File: config.mk
export PLATFORM = sky130hd
export DESIGN_NAME = uart_cmd_responder
export DESIGN_NICKNAME = d
export VERILOG_FILES = /design/src/rtl/uart_cmd_responder.sv
export SDC_FILE = /design/constraint.sdc
export NUM_CORES = 1
export LEC_CHECK = 0
export CORE_MARGIN = 2
export CORE_UTILIZATION = 56
export DETAILED_ROUTE_END_ITERATION = 12
export PLACE_DENSITY = 0.8
export SLEW_MARGIN = 5
export SYNTH_ARGS = -nofsm -noshare
export SYNTH_HDL_FRONTEND = slang
export SYNTH_SLANG_ARGS = --single-unit
File: constraint.sdc
create_clock -name clk -period 3.4 [get_ports clk]
set_clock_uncertainty 0.2 [all_clocks]
set_input_delay 0.34 -clock clk [delete_from_list [all_inputs] [get_ports clk]]
set_output_delay 0.34 -clock clk [all_outputs]
set_load 0.01 [all_outputs]
File: src/rtl/uart_cmd_responder.sv
// Opcode-driven responder: snapshots channel values on command acceptance and
// streams framed, checksummed responses byte by byte through the UART TX handshake.
module uart_cmd_responder #(
    parameter int NUM_CH     = 4,
    parameter int SAMPLE_W   = 10,
    parameter int TX_TIMEOUT = 1024
) (
    input  logic                         clk,
    input  logic                         reset_b,
    input  logic [7:0]                   rx_data,
    input  logic                         rx_ready,
    input  logic [NUM_CH*SAMPLE_W-1:0]   ch_data,
    input  logic                         tx_ready,
    output logic [7:0]                   tx_data,
    output logic                         tx_write_en,
    output logic                         clear_max,
    output logic                         busy,
    output logic                         cmd_dropped
);

    localparam int B  = (SAMPLE_W + 7) / 8;
    localparam int VW = 8 * B;
    localparam int PW = NUM_CH * VW;
    localparam int CW = $clog2(NUM_CH * B + 3);
    localparam int TW = $clog2(TX_TIMEOUT + 1);

    localparam logic [7:0]    HDR       = 8'hA5;
    localparam logic [7:0]    ACK       = 8'h06;
    localparam logic [7:0]    NAK       = 8'h15;
    localparam logic [7:0]    OP_BURST  = 8'h20;
    localparam logic [7:0]    OP_CLEAR  = 8'h30;
    localparam logic [4:0]    NCH       = NUM_CH[4:0];
    localparam logic [CW-1:0] LEN_READ  = CW'(B + 2);
    localparam logic [CW-1:0] LEN_BURST = CW'(NUM_CH * B + 2);
    localparam logic [CW-1:0] LEN_ONE   = CW'(1);
    localparam logic [TW-1:0] TMO_LAST  = TW'(TX_TIMEOUT - 1);

    typedef enum logic [1:0] {IDLE, SEND, WAIT_BUSY, WAIT_DONE} state_t;

    state_t           state;
    state_t           state_nx;
    logic [PW-1:0]    payload;
    logic [PW-1:0]    burst_img;
    logic [PW-1:0]    read_img;
    logic [CW-1:0]    idx;
    logic [CW-1:0]    len;
    logic [7:0]       cur_byte;
    logic [7:0]       tx_hold;
    logic [7:0]       csum;
    logic [TW-1:0]    tmo;
    logic [3:0]       rd_ch;
    logic             op_read;
    logic             op_burst;
    logic             op_clear;
    logic             last_byte;
    logic             accept;

    function automatic logic [VW-1:0] ext(input logic [SAMPLE_W-1:0] s);
        logic [VW-1:0] v;
        v = '0;
        v[SAMPLE_W-1:0] = s;
        return v;
    endfunction

    always_comb begin
        rd_ch    = rx_data[3:0];
        op_read  = (rx_data[7:4] == 4'h1) && ({1'b0, rd_ch} < NCH);
        op_burst = (rx_data == OP_BURST);
        op_clear = (rx_data == OP_CLEAR);
    end

    // Payload images are laid out MSB-first so the frame is emitted by shifting left.
    always_comb begin
        burst_img = '0;
        read_img  = '0;
        for (int unsigned k = 0; k < NUM_CH; k++) begin
            burst_img[PW-1-k*VW -: VW] = ext(ch_data[k*SAMPLE_W +: SAMPLE_W]);
            if (k == 32'(rd_ch)) begin
                read_img[PW-1 -: VW] = ext(ch_data[k*SAMPLE_W +: SAMPLE_W]);
            end
        end
    end

    // The last WAIT_DONE cycle of a frame behaves as IDLE for an arriving command.
    always_comb begin
        last_byte = (idx == len - 1'b1);
        accept    = rx_ready && ((state == IDLE) ||
                                 ((state == WAIT_DONE) && tx_ready && last_byte));
    end

    always_ff @(posedge clk or negedge reset_b) begin
        if (!reset_b) begin
            state <= IDLE;
        end else begin
            state <= state_nx;
        end
    end

    always_comb begin
        state_nx = state;
        case (state)
            IDLE:      if (accept) state_nx = SEND;
            SEND:      if (tx_ready && !clear_max) state_nx = WAIT_BUSY;
            WAIT_BUSY: if (!tx_ready || (tmo == TMO_LAST)) state_nx = WAIT_DONE;
            WAIT_DONE: if (tx_ready) state_nx = (!last_byte || accept) ? SEND : IDLE;
            default:   state_nx = IDLE;
        endcase
    end

    // Write is held off while clear_max is high so ACK follows the clear pulse.
    always_comb begin
        tx_write_en = (state == SEND) && tx_ready && !clear_max;
        tx_data     = tx_write_en ? cur_byte : tx_hold;
        busy        = (state != IDLE);
    end

    always_ff @(posedge clk or negedge reset_b) begin
        if (!reset_b) begin
            payload     <= '0;
            idx         <= '0;
            len         <= '0;
            cur_byte    <= '0;
            tx_hold     <= '0;
            csum        <= '0;
            tmo         <= '0;
            clear_max   <= 1'b0;
            cmd_dropped <= 1'b0;
        end else begin
            clear_max   <= 1'b0;
            cmd_dropped <= rx_ready && !accept;
            if (tx_write_en) begin
                tx_hold <= cur_byte;
            end
            if (state == WAIT_BUSY) begin
                tmo <= tmo + 1'b1;
            end else begin
                tmo <= '0;
            end
            if (accept) begin
                idx     <= '0;
                csum    <= '0;
                payload <= op_burst ? burst_img : read_img;
                if (op_read) begin
                    len      <= LEN_READ;
                    cur_byte <= HDR;
                end else if (op_burst) begin
                    len      <= LEN_BURST;
                    cur_byte <= HDR;
                end else if (op_clear) begin
                    len       <= LEN_ONE;
                    cur_byte  <= ACK;
                    clear_max <= 1'b1;
                end else begin
                    len      <= LEN_ONE;
                    cur_byte <= NAK;
                end
            end else if ((state == WAIT_DONE) && tx_ready && !last_byte) begin
                idx <= idx + 1'b1;
                if ((idx + 1'b1) == (len - 1'b1)) begin
                    cur_byte <= csum;
                end else begin
                    cur_byte <= payload[PW-1 -: 8];
                    payload  <= payload << 8;
                    csum     <= csum + payload[PW-1 -: 8];
                end
            end
        end
    end

endmodule
## Word level (Yosys, flattened, before mapping)

Cells that the tools add are included.

| cells by class | value |
|---|---|
| add/sub/neg operators | 4 |
| $lt $le $gt $ge | 1 |
| equality and inequality tests | 17 |
| multiplexer cells | 33 |
| reduce and logical (&&, ||, !) cells | 22 |

Operator list:

| operator | number |
|---|---|
| 64-bit two-way mux | 4 |
| 8-bit two-way mux | 9 |
| 16-bit two-way mux | 3 |
| 8-bit by 6-bit equality test with 1-bit output (second input constant) | 2 |
| 4-bit two-way mux | 4 |
| 11-bit by 1-bit adder with 11-bit output (second input constant) | 1 |
| 11-bit by 10-bit equality test with 1-bit output (second input constant) | 1 |
| 11-bit two-way mux | 1 |
| 10-bit two-way mux | 1 |
| 2-bit != test (second input constant) | 5 |
| 1-bit logical AND | 9 |
| 8-bit adder | 1 |
| 2-bit by 4-bit equality test with 1-bit output (first input constant) | 2 |
| 4-bit equality test | 2 |
| 2-bit two-way mux | 4 |
| 2-bit one-hot mux with 4 select lines | 1 |
| 1-bit two-way mux | 5 |
| 5-bit two-way mux | 1 |
| 4-bit by 1-bit adder with 4-bit output (second input constant) | 1 |
| 1-bit by 4-bit equality test with 1-bit output (first input constant) | 1 |
| 2-bit equality test (second input constant) | 2 |
| 4-bit by 1-bit equality test with 1-bit output (second input constant) | 1 |
| 1-bit zero test | 4 |
| 4-bit zero test | 1 |
| 8 further kinds | 11 |

| storage, ports and cells | value |
|---|---|
| flip-flop bits (word level) | 111 |
| input bits | 52 |
| output and inout bits | 12 |

## Longest topological paths before layout

Gate-level depths: netlist (run 1).

| logic depth | value |
|---|---|
| depth after elaboration | 9 |
| mapped depth | 10 |
| mapped depth without buffers | 8 |

## Worst setup path after synthesis (run 1)

OpenSTA, ideal clock, no wires.

| path | value |
|---|---|
| path kind | register to register |
| start point | register len[0] |
| end point | register payload[29] |
| library setup time | 0.136 ns |
| data arrival time | 2.142 ns |
| data required time | 3.064 ns |
| setup slack | 0.921 ns |
| cell stages (with the launch flop) | 10 |
| path buffers | 2 |
| cells stage by stage | dfrtp_1 > inv_1 > ha_1 > xor2_1 > nand3_1 > o31ai_4 > a32o_1 > buf_2 > clkbuf_1 > a21oi_1 |

| on the way | value |
|---|---|
| longest elaborated chain between the ends | 7 |
| elaborated cells between the ends (all ways) | 12 |
| those cells by class | add/sub: 1; eq/ne: 3; mux: 1; reduce/logical: 7 |

RTL lines:

| item | line | source |
|---|---|---|
| start: declaration | 46 | `logic [CW-1:0] len;` |
| start signal: assignment | 121 | `len <= '0;` |
| start signal: assignment | 144 | `len <= LEN_READ;` |
| start signal: assignment | 147 | `len <= LEN_BURST;` |
| 4-bit by 1-bit subtractor with 4-bit output (*) | 86, 159 |  |
| 4-bit equality test | 86 | `last_byte = (idx == len - 1'b1);` |
| 1-bit logical AND | 88 | `((state == WAIT_DONE) && tx_ready && last_byte));` |
| 1-bit logical OR | 87 | `accept = rx_ready && ((state == IDLE) \|\|` |
| 1-bit logical AND | 87 |  |
| 2-bit != test (no line) / 2-bit nonzero test (equally long branches) | n/a |  |
| 2-bit AND reduction (no line) | n/a |  |
| end signal: assignment | 142 | `payload <= op_burst ? burst_img : read_img;` |
| end signal: assignment | 163 | `payload <= payload << 8;` |
| end: declaration | 42 | `logic [PW-1:0] payload;` |

Every way passes the cells marked *; elsewhere a longest branch is shown, timed or not.
A chain may end at the register's enable or synchronous reset.

## Worst setup path after layout (run 1)

| path | value |
|---|---|
| start point | register state[1] |
| end point | output tx_data[3] |

| on the way | value |
|---|---|
| longest elaborated chain between the ends | 4 |

RTL lines:

| item | line | source |
|---|---|---|
| start: declaration | 40 | `state_t state;` |
| start signal: assignment | 95 | `state <= state_nx;` |
| 2-bit by 1-bit equality test with 1-bit output | 112 | `tx_write_en = (state == SEND) && tx_ready && !clear_max;` |
| 1-bit logical AND (2 in series) | 112 |  |
| 8-bit two-way mux | 113 | `tx_data = tx_write_en ? cur_byte : tx_hold;` |
| end: declaration | 14 | `output logic [7:0] tx_data,` |

No other way between the ends.

==> results of run 1 <==
==> through the flow <==
step	setup WS (ps)	cells	hold WS (ps)
6_report	571	716	268
5_1_grt	412	716	286
4_1_cts	548	716	267
3_5_place_dp	597	699	251
3_3_place_gp	705	699	245
2_1_floorplan	921	522	-156
==> repair_timing <==
item	in CTS	in global routing
setup endpoints to repair	0	0
endpoints found under the hold margin	66	0
hold buffers	1	0
==> logic make-up after synthesis <==
family,after synthesis
XOR/XNOR,22
flip-flops,110
multiplexers,56
buffers and inverters,41
adder cells (fa/ha/maj),16
AND/OR/NAND/NOR,148
AO/OA/AOI/OAI,129
==> metal layers <==
metal / wire length (um) / up-vias / GRT usage / part of all wire
li1: - / 1973 / - / -
met5: 0 / - / 0 / 0
met3: 549 / 13 / 0.0313 / 0.046
met1: 5400 / 2075 / 0.316 / 0.45
met2: 5760 / 114 / 0.363 / 0.48
met4: 170 / 0 / 0.0840 / 0.014
==> flip-flops by register name (all words and copies together) (netlist names) <==
name	cells
payload	64
tmo	11
csum	8
cur_byte	8
tx_hold	8
idx	4
len	3
state	2
clear_max	1
cmd_dropped	1
==> area by class of cell <==
cell class | count | area share
flip-flops and latches | 110 | 0.414
multi-input cells | 371 | 0.404
repair buffers | 74 | 0.115
well taps | 133 | 0.0251
clock buffers | 12 | 0.0234
clock inverters | 4 | 0.0117
inverters | 12 | 0.00678
==> placed cells by master (no fill, tap or decap), drive strengths merged, types with 2 or more instances in the layout <==
master,count
a21o,2
a211o,2
ha,15
mux4,10
nand3,10
nor2b,4
buf,11
inv,13
a21boi,4
xnor2,16
dfrtp,110
and3,6
nand2,90
o21ai,11
clkdlybuf4s50,62
bufinv,2
and2,7
a21oi,48
or3,5
mux2,15
nor2,20
o41ai,2
xor2,5
mux2i,31
o21bai,5
o2bb2ai,22
a22o,8
clkbuf,12
o211a,2
a211oi,6
a31oi,10
nor3,3
==> critical path, cell delays in order, from the launching register on <==
cell and delay (ps):
dfrtp_1 430, inv_1 110, ha_1 210, nand2_1 300, mux2_2 400, clkdlybuf4s50_1 480
==> worst max path at each step <==
stage,endpoint,startpoint,cells past startpoint
final,tx_data[3],state[1]$_DFFE_PN0P_,5
after global routing,payload[6]$_DFFE_PN0P_,len[0]$_DFFE_PN0N_,9
after CTS,tx_data[3],state[1]$_DFFE_PN0P_,5
after detailed placement,payload[0]$_DFFE_PN0P_,len[0]$_DFFE_PN0N_,9
after global placement,tx_data[1],tx_ready,6
after floorplan,payload[29]$_DFFE_PN0P_,len[0]$_DFFE_PN0N_,9
==> power groups by stage <==
stage / registers (mW) / clock network [mW] / logic [mW]
after global placement: 1.65 / 0 / 1.27
after global routing: 1.67 / 0.955 / 1.45
after detailed placement: 1.67 / 0 / 1.31
after CTS: 1.64 / 0.911 / 1.32
final: 1.64 / 0.896 / 1.32
after floorplan: 1.62 / 0 / 0.885
==> impl_results.md, run 1 <==
- Total die area: roughly 11,000 um2
- Flop2flop setup slack: between 500 and 600 ps
- Sequential power share: 0.426
- Ranking of synthesized cells by area: dfrtp_1 49%, nand2_1 6.0%, mux2i_1 5.5%
- CP max FO: 9
- Total Routing Usage GR: 0.226
- Sequential area share after synthesis: 0.491
- Number of fill cells in the layout: 730
- Post-synthesis compound-gate area fraction: 0.158
- Commonest cells post-synth: 110 x dfrtp_1, 90 x nand2_1, 48 x a21oi_1
- Leakage power: 2.83 nW
- Initial antenna violation count: 0
- Max Fclk: 353 MHz
- First DRT Iteration DRCs: 309
- Worst skew pair latency: 370 ps
- P&R area growth vs syn: 18.5%
- Global route total overflow: 0
- Largest family of logic cells by synthesized area: compound AO/OA/AOI/OAI gates
- Setup crit start kind: register
- Main synth FF type: dfrtp_1
- RSZ-0062 raised after global routing: no
- Count leader, synth: dfrtp_1
- Largest net degree at the start of global routing: 68
- Number of synthesized flops with an enable pin: 0
- Drt first pass iters: 4
- Comb pwr share: 0.342
- Worst IR Drop VDD: 0.000236 V
- Dominant cell type by area after synthesis: dfrtp_1
- Placer Congestion: 0.788
- Clock power share: 0.233
- Clk sinks: 110
- Worst r2r src: len[0]$_DFFE_PN0N_
- Die width: 104 um
- Die Y: 104 um
- Hold Path Class: register to register
- Root Driver: clkbuf_8
- DP HPWL: 8.13 mm
- Final ANT Viol Nets: 0
- Async SR Flop Fraction: 1.00
- Synth top area share: 0.491
- Port Buffers: 63
- XOR/XNOR Fraction of Synth Area: 0.0368
- Share of layout cells above drive strength 1: 0.103
- Layout Nets: 646
- Internal: 2.54 mW
- Post-CTS Setup Repair Bufs: 0
- Post-synth cell types: 48
- WP data required: approximately 2900 ps
- Worst hold path endpoint: tmo[0]$_DFF_PN0_
- Register area: 2750 um2
- Cts repair resizes: 0
- Worst R2R Path Depth: 7
- Final wirelength: 11.9 mm
- Tightest Pin Transition: 849 ps
- Worst-path clk slew: 100 ps
- Synthesized flop and latch total: 110
- Setup TNS Final: 0 ps
- Design Power: 3.85 mW
- Final Max Tran Viols: 0
- Crit. End Element: output pin
- Maxcap violations: 0
- I/O pin count: 64
- Clk buf depth: 2
- Syn Std Cell Area: 5610 um2
- Syn_nets: 590
- Post-Synth Simple-Gate Area: 0.117
- R2r endpoint: payload[25]$_DFFE_PN0P_
- Hold path depth: 1
- Adder-cell share of the synthesized area: 0.0371
- CTS buffer count: 9
- First-pass GRT wire length: between 15 and 20 mm
- Synth Warn #: 0
- Wire per inst: 16.6 um
- Multi-input logic area: 2680 um2
- Core area: between 9000 and 10,000 um2
- CP Class: register to output pin
- Ant. Diodes: 0
- CP arrival: 2290 ps
- Setup-failing EPs final: 0
- Vias/cell: 5.83
- Final Util: 0.683
- Post-DP Area: 6400 um2
- Vias in the first global route: roughly 4,100
- Outcome: finished clean
- Initial Util: 0.576
- Sw frac: 0.340
- Num rows: 36
- Final instance area: 6640 um2
- Final clock period utilization by the worst path: 0.832
- Mux cell area share after synthesis: 0.126
- CTS tree: yes
- Vias: 4,175
- Slew margin rel.: 0.434
- Hold Violations, Final: 0
- H-tree levels: 3
- Worst Min Path Start: tmo[0]$_DFF_PN0_
- Net switching power: 1.31 mW
- Post-route DRC: 0
- Min Tclk post-route: 2830 ps
- Syn Area/Cell: 10.7 um2
- Post-Synthesis Cells: between 500 and 600
- Pwr dens: 580 nW/um2
No activity file was read; power rests on OpenSTA's default activity.
==> run 2: changes to the inputs <==
--- a/config.mk
+++ b/config.mk
@@ -6,9 +6,9 @@
 export NUM_CORES = 1
 export LEC_CHECK = 0
 export CORE_MARGIN = 2
-export CORE_UTILIZATION = 56
+export CORE_UTILIZATION = 51
 export DETAILED_ROUTE_END_ITERATION = 12
-export PLACE_DENSITY = 0.8
+export PLACE_DENSITY = 0.76
 export SLEW_MARGIN = 5
 export SYNTH_ARGS = -nofsm -noshare
 export SYNTH_HDL_FRONTEND = slang
==> constraint.sdc (replaced) <==
create_clock -name clk -period 2.4 [get_ports clk]
set_clock_uncertainty 0.2 [all_clocks]
set_input_delay 0.24 -clock clk [delete_from_list [all_inputs] [get_ports clk]]
set_output_delay 0.24 -clock clk [all_outputs]
set_load 0.01 [all_outputs]
==> impl_results.md, run 2 (synthesis results as in run 1) <==
- Outcome: finished, violations left
- Failing checks: setup timing
- Core area: approximately 11,000 um2
- Commonest non-fill, non-tap cell in the layout: dfrtp_1
- CP arrival: ~2600 ps
- First DRT Iteration DRCs: roughly 260
- Setup-failing EPs final: 57
- Clk buf depth: 2
- Drt first pass iters: 6
- Post-DP Area: 6690 um2
- Hold Violations, Final: 0
- CTS buffer count: 9
- Final instance area: 7640 um2
- GR Util met1: 0.333
- P&R area growth vs syn: 36.3%
- First-pass GRT wire length: 23.0 mm
- Initial antenna violation count: 0
- Final ANT Viol Nets: 0
- Crit. End Element: register
- CTS tree: yes
- WP data required: 2520 ps
- Maxcap violations: 0
- Worst-path clk slew: between 100 and 150 ps
- Worst skew pair latency: just under 400 ps
- Vias/cell: 5.98
- Vias in the first global route: 4,670
- Port Buffers: 63
- H-tree levels: 3
- Final wirelength: around 16 mm
- Register area: 2760 um2
- Setup crit start kind: register
- Routing usage on met3: 0.0341
- Root Driver: clkbuf_8
- Leakage power: 3.37 nW
- Most frequent cells in the layout: 108 x dfrtp_1, 81 x nand2_1, 53 x clkdlybuf4s50_1, 35 x a21oi_1, 34 x buf_4
- Share of layout cells above drive strength 1: 0.267
- Final Max Tran Viols: 0
- Number of fill cells in the layout: ~700
- Total die area: 11,800 um2
- Total Routing Usage GR: 0.250
- Vias: between 4,000 and 5,000
- CP max FO: 5
- Num rows: 38
- Final Util: 0.708
- Clk sinks: 110
- M2 GR Usage: 0.417
- Pwr dens: 804 nW/um2
- Multi-input logic area: 3010 um2
- Top flop regs: payload: 64 flops, tmo: 11 flops
- Global route total overflow: 0
- Worst IR Drop VDD: a little under 0.0004 V
- Wire per inst: 19.9 um
- Post-route DRC: 0
- I/O pin count: 64
- Tightest Pin Transition: approximately 550 ps
- Biggest register: payload
- Die width: 109 um
- Slew margin rel.: 0.634
- Hold Path Class: input port to asynchronous set/reset pin
- Max Fclk: 400 MHz
- Max reg flops: 64
- Layout Nets: 703
- Min Tclk post-route: ~2500 ps
- DP HPWL: a little under 9 mm
- Placer Congestion: 0.874
- Setup WS pre-CTS: -92.0 ps
- RSZ-0062 raised after global routing: yes
- Largest net degree at the start of global routing: 42
- CP Class: register to register
- Ant. Diodes: 0
- Initial Util: 0.519
- Final worst slack: -100 ps
- Final clock period utilization by the worst path: 1.04
- GR peak layer: met2
- Die Y: 109 um
-- run 2: cell types whose count changed in the layout (fill, tap and decap cells not counted), moves of 4 or more --
| cell | before | now |
|---|---|---|
| buf_12 | 4 | 11 |
| clkdlybuf4s50_1 | 62 | 53 |
| a21oi_1 | 48 | 35 |
| mux2_2 | 15 | 10 |
| buf_6 | 0 | 15 |
| mux2_4 | 0 | 5 |
| dlymetal6s2s_1 | 0 | 7 |
| mux2i_1 | 31 | 27 |
| buf_4 | 7 | 34 |
| xnor2_1 | 16 | 10 |
| a21oi_2 | 0 | 12 |
| nand2_2 | 0 | 9 |
| nand2_1 | 90 | 81 |
| xnor2_2 | 0 | 5 |
-- run 2: final cells by class --
type | count | area share
inverters | 12 | 0.00589
flip-flops and latches | 110 | 0.361
multi-input cells | 372 | 0.393
repair buffers | 130 | 0.190
clock buffers | 10 | 0.0180
well taps | 140 | 0.0229
clock inverters | 6 | 0.00901
-- run 2: worst paths after layout --
check,start,end,slack [ps],cells after the start
worst max-delay path,len[1]$_DFFE_PN0N_,csum[7]$_DFFE_PN0P_,-100,9
worst min-delay path,reset_b,tx_hold[3]$_DFF_PN0_,160,2
worst max register to register,len[1]$_DFFE_PN0N_,csum[7]$_DFFE_PN0P_,-100,9
worst min register to register,tmo[0]$_DFF_PN0_,tmo[0]$_DFF_PN0_,270,1
max in group asynchronous,reset_b,payload[31]$_DFFE_PN0P_,1090,3
min in group clk,ch_data[22],payload[18]$_DFFE_PN0P_,240,2
-- run 2: metal layers --
metal | share of wire | routed length [um]
met3 | 0.042 | 649
met1 | 0.42 | 6480
met5 | 0 | 0
met2 | 0.51 | 7990
met4 | 0.027 | 413
-- run 2: per-stage QoR --
| step | hold WS [ps] | cells | setup TNS (ps) | power (mW) |
|---|---|---|---|---|
| final | 162 | 780 | -2460 | 6.14 |
| after global routing | 217 | 780 | -5680 | 6.45 |
| after CTS | 183 | 770 | -455 | 5.83 |
| after detailed placement | 60.5 | 737 | -3680 | 4.40 |
| after global placement | 46.0 | 737 | -1260 | 4.31 |
| after floorplan | -256 | 522 | 0 | 3.56 |
-- run 2: repair_timing --
action	in CTS	in global routing
hold endpoints to repair	37	0
cloned	5	4
resized for setup	42	70
endpoints found under the setup margin	96	94
hold buffers	1	0
pin swaps	21	26
setup buffers	11	9
-- run 2: worst max-delay path: stages (launching register included) --
cell and delay [ps]:
dfrtp_2 470, inv_2 90, ha_4 220, buf_6 130
xnor2_4 190, nor2_4 90, buf_4 160, a211o_4 390
or3_4 380, a21oi_2 110
-- run 2: power breakdown --
part           internal (mW)  leakage, nW  switching, mW
Clock                  0.520        0.108          0.677
Combinational           1.26         1.79           1.35
Sequential              2.13         1.48          0.202
